===== src/rtl/register_bank_pkg.sv =====
`default_nettype none
// ============================================================================
// Module      : register_bank_pkg
// Description : Shared definitions for the register bank: sweep FSM state
//               encoding and a constant-evaluable ceil(log2) helper.
// Revision    : 1.0 - initial release
// ============================================================================
package register_bank_pkg;

    // Sweep FSM state encoding
    localparam logic [1:0] ST_IDLE   = 2'd0;
    localparam logic [1:0] ST_PRESET = 2'd1;
    localparam logic [1:0] ST_CLEAR  = 2'd2;

    // ceil(log2(value)); used at elaboration time to size address buses
    function automatic int clog2(input int value);
        int result;
        result = 0;
        for (int i = 0; i < 31; i++) begin
            if ((1 << i) < value) begin
                result = i + 1;
            end
        end
        return result;
    endfunction

endpackage : register_bank_pkg
`default_nettype wire


===== src/rtl/register_bank_sweep.sv =====
`default_nettype none
// ============================================================================
// Module      : register_bank_sweep
// Description : Bulk preset/clear sequencer. On an accepted request it walks
//               an index across every entry, one entry per step, and returns
//               to idle on the step that writes the last entry.
// Ports       : clk_i         - clock
//               rst_ni        - synchronous active-low reset
//               step_i        - qualified step (enable and tick both high)
//               pre_i, clr_i  - bulk preset / bulk clear requests
//               busy_o        - sweep in progress
//               sweep_we_o    - sweep owns the write port this step
//               sweep_addr_o  - entry being swept
//               sweep_zero_o  - 1: write zero, 0: write preset value
// Revision    : 1.0 - initial release
// ============================================================================
module register_bank_sweep
    import register_bank_pkg::*;
#(
    parameter int ADDR_BITS  = 4,
    parameter int NR_OF_REGS = 16
) (
    input  logic                 clk_i,
    input  logic                 rst_ni,
    input  logic                 step_i,
    input  logic                 pre_i,
    input  logic                 clr_i,
    output logic                 busy_o,
    output logic                 sweep_we_o,
    output logic [ADDR_BITS-1:0] sweep_addr_o,
    output logic                 sweep_zero_o
);

    localparam logic [ADDR_BITS-1:0] c_last_idx = ADDR_BITS'(NR_OF_REGS - 1);

    logic [1:0]           state_q, state_d;
    logic [ADDR_BITS-1:0] idx_q, idx_d;

    always_comb begin
        state_d = state_q;
        idx_d   = idx_q;
        if (step_i) begin
            case (state_q)
                ST_IDLE: begin
                    idx_d = '0;
                    // clear has priority when both requests arrive together
                    if (clr_i) begin
                        state_d = ST_CLEAR;
                    end else if (pre_i) begin
                        state_d = ST_PRESET;
                    end
                end
                ST_PRESET, ST_CLEAR: begin
                    idx_d = idx_q + ADDR_BITS'(1);
                    if (idx_q == c_last_idx) begin
                        state_d = ST_IDLE;
                    end
                end
                default: begin
                    state_d = ST_IDLE;
                    idx_d   = '0;
                end
            endcase
        end
    end

    always_ff @(posedge clk_i) begin
        if (!rst_ni) begin
            state_q <= ST_IDLE;
            idx_q   <= '0;
        end else begin
            state_q <= state_d;
            idx_q   <= idx_d;
        end
    end

    assign busy_o       = (state_q != ST_IDLE);
    assign sweep_we_o   = (state_q != ST_IDLE);
    assign sweep_addr_o = idx_q;
    assign sweep_zero_o = (state_q == ST_CLEAR);

endmodule : register_bank_sweep
`default_nettype wire


===== src/rtl/register_bank_mem.sv =====
`default_nettype none
// ============================================================================
// Module      : register_bank_mem
// Description : Register bank with byte-masked writes, one-step registered
//               reads and bulk preset/clear sweeps. All state advances only
//               on steps (ClockEnable and Tick high); reset acts on any edge.
// Ports       : Clock, Reset (sync, active-low), ClockEnable, Tick
//               cs (1 = deselected), WrEn/WrAddr/D/ByteEn write port
//               RdEn/RdAddr read request, pre/clr bulk sweep requests
//               Q/QValid registered read data and strobe, Busy sweep flag
// Config      : REG_BANK_BYPASS_EN - when defined, a same-step write and
//               read of one entry returns the post-write word; otherwise
//               the pre-write word is returned.
// Revision    : 1.0 - initial release
// ============================================================================
module register_bank_mem
    import register_bank_pkg::*;
#(
    parameter int                    NrOfBits    = 32,
    parameter int                    NrOfRegs    = 16,
    parameter logic [NrOfBits-1:0]   PresetValue = '1,
    localparam int                   AddrBits    = clog2(NrOfRegs),
    localparam int                   NrOfBytes   = NrOfBits / 8
) (
    input  logic                 Clock,
    input  logic                 Reset,
    input  logic                 ClockEnable,
    input  logic                 Tick,
    input  logic                 cs,
    input  logic                 WrEn,
    input  logic [AddrBits-1:0]  WrAddr,
    input  logic [NrOfBits-1:0]  D,
    input  logic [NrOfBytes-1:0] ByteEn,
    input  logic                 RdEn,
    input  logic [AddrBits-1:0]  RdAddr,
    input  logic                 pre,
    input  logic                 clr,
    output logic [NrOfBits-1:0]  Q,
    output logic                 QValid,
    output logic                 Busy
);

    logic [NrOfBits-1:0] mem_q [NrOfRegs];
    logic [NrOfBits-1:0] q_q, q_d;
    logic                qvalid_q;

    logic                step;
    logic                busy;
    logic                sweep_we;
    logic [AddrBits-1:0] sweep_addr;
    logic                sweep_zero;
    logic                wr_ok;
    logic                rd_ok;
    logic [NrOfBits-1:0] wr_word;
    logic [NrOfBits-1:0] rd_word;

    assign step = ClockEnable & Tick;

    register_bank_sweep #(
        .ADDR_BITS  (AddrBits),
        .NR_OF_REGS (NrOfRegs)
    ) u_sweep (
        .clk_i        (Clock),
        .rst_ni       (Reset),
        .step_i       (step),
        .pre_i        (pre),
        .clr_i        (clr),
        .busy_o       (busy),
        .sweep_we_o   (sweep_we),
        .sweep_addr_o (sweep_addr),
        .sweep_zero_o (sweep_zero)
    );

    // A step that starts a sweep (pre/clr while idle, cs irrelevant) also
    // swallows any host access presented alongside it.
    assign wr_ok = step & WrEn & ~cs & ~busy & ~pre & ~clr;
    assign rd_ok = step & RdEn & ~cs & ~busy & ~pre & ~clr;

    // Byte-merged word that a host write would leave in the entry
    for (genvar b = 0; b < NrOfBytes; b++) begin : g_byte
        assign wr_word[b*8 +: 8] = ByteEn[b] ? D[b*8 +: 8] : mem_q[WrAddr][b*8 +: 8];
    end

`ifdef REG_BANK_BYPASS_EN
    assign rd_word = (wr_ok && (WrAddr == RdAddr)) ? wr_word : mem_q[RdAddr];
`else
    assign rd_word = mem_q[RdAddr];
`endif

    assign q_d = rd_ok ? rd_word : q_q;

    always_ff @(posedge Clock) begin
        if (!Reset) begin
            for (int i = 0; i < NrOfRegs; i++) begin
                mem_q[i] <= '0;
            end
            q_q      <= '0;
            qvalid_q <= 1'b0;
        end else if (step) begin
            if (sweep_we) begin
                mem_q[sweep_addr] <= sweep_zero ? '0 : PresetValue;
            end else if (wr_ok) begin
                mem_q[WrAddr] <= wr_word;
            end
            q_q      <= q_d;
            qvalid_q <= rd_ok;
        end
    end

    assign Q      = q_q;
    assign QValid = qvalid_q;
    assign Busy   = busy;

endmodule : register_bank_mem
`default_nettype wire

===== config.mk =====
export PLATFORM = sky130hd
export DESIGN_NAME = register_bank_mem
export DESIGN_NICKNAME = d
export VERILOG_FILES = /design/src/rtl/register_bank_pkg.sv /design/src/rtl/register_bank_sweep.sv /design/src/rtl/register_bank_mem.sv
export SDC_FILE = /design/constraint.sdc
export NUM_CORES = 1
export LEC_CHECK = 0
export ABC_AREA = 0
export BUFFER_PORTS_ARGS = -buffer_cell sky130_fd_sc_hd__buf_4
export CAP_MARGIN = 0
export CORE_UTILIZATION = 56
export CTS_BUF_LIST = sky130_fd_sc_hd__clkbuf_4 sky130_fd_sc_hd__clkbuf_8
export CTS_CLUSTER_SIZE = 28
export DETAILED_ROUTE_END_ITERATION = 7
export PLACE_DENSITY_LB_ADDON = 0.05
export SETUP_SLACK_MARGIN = 0.2
export SLEW_MARGIN = 20
export SYNTH_ARGS = -nofsm -noshare
export SYNTH_HDL_FRONTEND = slang
export SYNTH_SLANG_ARGS = --single-unit

===== constraint.sdc =====
create_clock -name Clock -period 2.7 [get_ports Clock]
set_input_delay 0.27 -clock Clock [delete_from_list [all_inputs] [get_ports Clock]]
set_output_delay 0.27 -clock Clock [all_outputs]
set_load 0.05 [all_outputs]

==> flow_summary.json <==
{
  "cellInternalPower_uw": 14170,
  "crit_path_max_fanout": 22,
  "grt_start_max_net_pins": 92,
  "worst_path_dominant_cell_family": "compound AO/OA/AOI/OAI gates",
  "yosys.cell_types.count": 56,
  "drive_above_1_share_pct": 32.35,
  "gp_congestion": 0.9336,
  "final_net_count": 2124,
  "element_type_at_the_critical_path_end": "flip-flop",
  "final_hold_viol_count": 0,
  "fp.dieArea_um2": 45610,
  "average_size_of_a_mapped_cell_um2": 13.96,
  "timing.critical_path.slowest_stage_cell": "a21oi_1",
  "worstSetupStartpointType": "flip-flop",
  "crit_path_top_cell_by_count": "buf_12",
  "synth_largest_type_area_fraction_pct": 61.34,
  "global_route.overflow_total": 0,
  "power.density_nw_per_um2": 608.2,
  "ios": 87,
  "status": "finished, final reports clean",
  "worst_hold_startpoint": "D[8]",
  "critical_path_buf_inv_count": 3,
  "clock_tree.htree_level_count": 3,
  "rrSetupSlack_ns": 0.17,
  "remaining_drc_errors": 0,
  "netlist_instances": 1795,
  "first_pass_grt_wire_length_mm": 105.4,
  "criticalPathCategory": "flip-flop to flip-flop",
  "r2r_start": "u_sweep.state_q[0]",
  "p_leak_uw": 0.01095,
  "worst_hold_endpoint": "mem_q[1][8]",
  "initial_utilization_pct": 56.68,
  "holdCritPathClass": "input pin to flip-flop",
  "comb_power_share_pct": 8.8,
  "yosysWarningCount": 0,
  "avgRoutedWirePerCell_um": 26.03,
  "crit_path_cell_trace": "inv_1 -> ha_2 -> o41a_1 -> buf_12 -> a31oi_4 -> buf_12 -> a21oi_1 -> nor3_1",
  "hold_path_depth": 3,
  "clock.fmax_mhz": 394.9,
  "synth.top_cells.by_area": "edfxtp_1 61%, mux4_2 12%, nor3_1 7.1%",
  "finalWirelength_mm": 71.07,
  "grt_util_all_layers_pct": 32.02,
  "hpwl_mm": 47.27,
  "yosys_most_used_dff": "edfxtp_1",
  "detail-route-antenna-nets": 0,
  "flow.area_growth_from_synthesis_pct": 21.52,
  "post_layout_instance_area_um2": 30460,
  "max_cap_viol_count": 0,
  "cts.root.buffer_cell": "clkbuf_8",
  "cp_slowest_stage_delay_ns": 0.77,
  "clkLatencyLatePin_ns": 0.67,
  "cts_made_buffers": 88,
  "synth_top_cell_by_area": "edfxtp_1",
  "final.setup.tns_ns": 0,
  "fp.dieW_um": 213.6,
  "floorplan.core_area_um2": 44220,
  "register_clock_pin_slew_on_the_reported_worst_setup_and_hold_paths_ns": 0.06,
  "max_slew_margin_vs_limit_pct": 25.46,
  "floorplan.die.height_um": 213.6,
  "asyncSetResetFlopFracSynth_pct": 0,
  "initialDrtViolationCount": 1954,
  "detailedRoute.firstPassIterationCount": 5,
  "vias_per_cell": 6.333,
  "place_area_um2": 28120,
  "syn-cell-area_um2": 25070,
  "critPathArrivalTime_ns": 2.91,
  "totalPowerFinal_uw": 18520,
  "r2r-end": "mem_q[4][27]",
  "actual_transition_at_the_worst_max_transition_pin_ns": 1.103,
  "grt_pass1_vias": 17200,
  "grt_setup_unrepaired": "yes",
  "finalNonFillerCells": 2730,
  "worstPathRequired_ns": 3.07,
  "tritoncts_num_sinks": 551,
  "clock-skew-final_ns": 0.02047,
  "antenna_found_initial": 2,
  "net_count_of_the_mapped_netlist": 1851,
  "net_sw_share_pct": 23.51,
  "seq_area_frac_synth_pct": 64.45,
  "switchingPower_uw": 4355,
  "max-clock-path-buffers": 3,
  "final-setup-viol-count": 0,
  "placement_rows": 77,
  "finalWorstPathRequiredPeriod_ns": 2.533,
  "clock_power_share_pct": 39.1,
  "io_buffers": 86,
  "fillers": 3150,
  "placed_cells_incl_taps": 2541,
  "detailroute.via_count": 17290,
  "edff_count_synth": 512,
  "ff2ff_path_depth": 8,
  "timing.final.max_slew_violations": 0,
  "vdd_drop_max_mv": 0.4344,
  "tritoncts": "built",
  "p_seq_share_pct": 52.2,
  "postSynthRegisterBits": 551,
  "period_share_pct": 93.80
}
synth_stat cells, types with 10 or more instances:
master,count
mux4_2,128
a21oi_1,33
buf_2,31
buf_1,20
and3_1,18
a211o_1,32
nor3_1,354
nor2_1,233
edfxtp_1,512
nand2_1,17
o21ai_0,66
clkbuf_1,120
dfxtp_1,39
o211ai_1,20
mux2i_1,65
a21oi_2,10
worst max-delay path by stage:
stage	start	end	depth (start not counted)
final	u_sweep.state_q[0]	mem_q[4][27]	8
after detailed placement	ByteEn[0]	mem_q[7][18]	8
after floorplan	u_sweep.state_q[0]	mem_q[13][10]	8
after global routing	u_sweep.state_q[1]	mem_q[5][5]	8
after global placement	ByteEn[0]	mem_q[7][18]	8
after CTS	u_sweep.state_q[1]	mem_q[11][16]	8
state kept, by name, summed over array words and instances, names as in the netlist:
register and count:
mem_q 512, Q 32, u_sweep.sweep_addr_o 4, u_sweep.state_q 2, QValid 1
cells by family (layout without fill, tap and decap cells):
| logic type | after synthesis | after routing | synth area share, % |
|---|---|---|---|
| compound gates | 208 | 208 | 5.870 |
| fa+ha+maj | 3 | 3 | 0.1498 |
| buf+inv | 181 | 521 | 2.925 |
| flops | 551 | 551 | 64.45 |
| mux | 194 | 194 | 14.14 |
| other cells | 0 | 2 | 0 |
| simple gates | 658 | 659 | 12.46 |
cells in the final DEF (no fill, tap or decap), types with 3 or more instances in the layout:
| cell type | count |
|---|---|
| dlygate4sd3_1 | 7 |
| dfxtp_1 | 39 |
| clkinv_1 | 13 |
| clkinvlp_4 | 3 |
| o211ai_1 | 20 |
| a21oi_2 | 6 |
| o21ai_1 | 39 |
| clkbuf_16 | 3 |
| mux4_2 | 128 |
| a21oi_4 | 10 |
| a21oi_1 | 27 |
| edfxtp_1 | 512 |
| o21ai_0 | 18 |
| buf_12 | 40 |
| nand2_1 | 12 |
| buf_6 | 12 |
| nor3_1 | 354 |
| o21ai_2 | 14 |
| inv_1 | 7 |
| clkbuf_4 | 29 |
| mux2i_1 | 64 |
| a22oi_2 | 12 |
| nand3_1 | 5 |
| nand2b_1 | 5 |
| buf_4 | 292 |
| nor2_1 | 233 |
| clkbuf_8 | 102 |
| nand2_2 | 5 |
| nor2b_1 | 8 |
| and3_1 | 18 |
| clkinv_2 | 9 |
| a21o_1 | 4 |
| a211o_1 | 32 |
| a31oi_1 | 5 |
power groups by stage:
stage	clock network (uW)	registers, uW	logic (uW)
6_report	7240	9660	1630
3_3_place_gp	0	9830	1530
3_5_place_dp	0	9840	1550
2_1_floorplan	0	9810	868
4_1_cts	7330	9670	1570
5_1_grt	7680	9680	1710
cell type report:
class	count	area, um2	share of cell area [%]
Clock buffer	130	1608	5.278
Antenna cell	2	5.005	0.01643
Inverter	7	26.28	0.08626
Timing Repair Buffer	356	3292	10.81
Clock inverter	28	166.4	0.5463
Multi-Input combinational cell	1064	8467	27.80
Tap cell	592	740.7	2.432
Sequential cell	551	16160	53.04
what timing repair did:
item,CTS,global route
gates cloned,0,5
setup endpoints to repair,296,644
buffers inserted,2,15
hold buffers,7,0
pin swaps,1,8
hold endpoints to repair,4,0
resized for setup,6,44
layer usage:
metal,vias up,share of wire (%),global-route usage (%)
met5,-,0,0
met4,0,2.4,11.31
met3,126,9.8,6.913
met2,927,49,51.85
met1,8655,39,43.12
li1,7581,-,-
through the flow:
| stage | hold slack, ns | utilization [%] | worst slack, ns |
|---|---|---|---|
| finish | 0.03971 | 68.88 | 0.1674 |
| global route | 0.04596 | 68.88 | 0.1123 |
| CTS | 0.04347 | 67.91 | 0.2092 |
| detailed placement | 0.4519 | 63.60 | -0.1444 |
| global placement | 0.4473 | 63.60 | -0.06649 |
| floorplan | 0.4243 | - | -0.008372 |
worst reg2reg max path: cells and delay by family (launching register included):
| family | cells | cell delay [ns] |
|---|---|---|
| AND/OR/NAND/NOR | 1 | 0.14 |
| buffers and inverters | 3 | 0.44 |
| AO/OA/AOI/OAI | 3 | 1.13 |
| adder cells (fa/ha/maj) | 1 | 0.21 |
| flip-flops | 1 | 0.31 |
No activity file was read; power rests on OpenSTA's default activity.
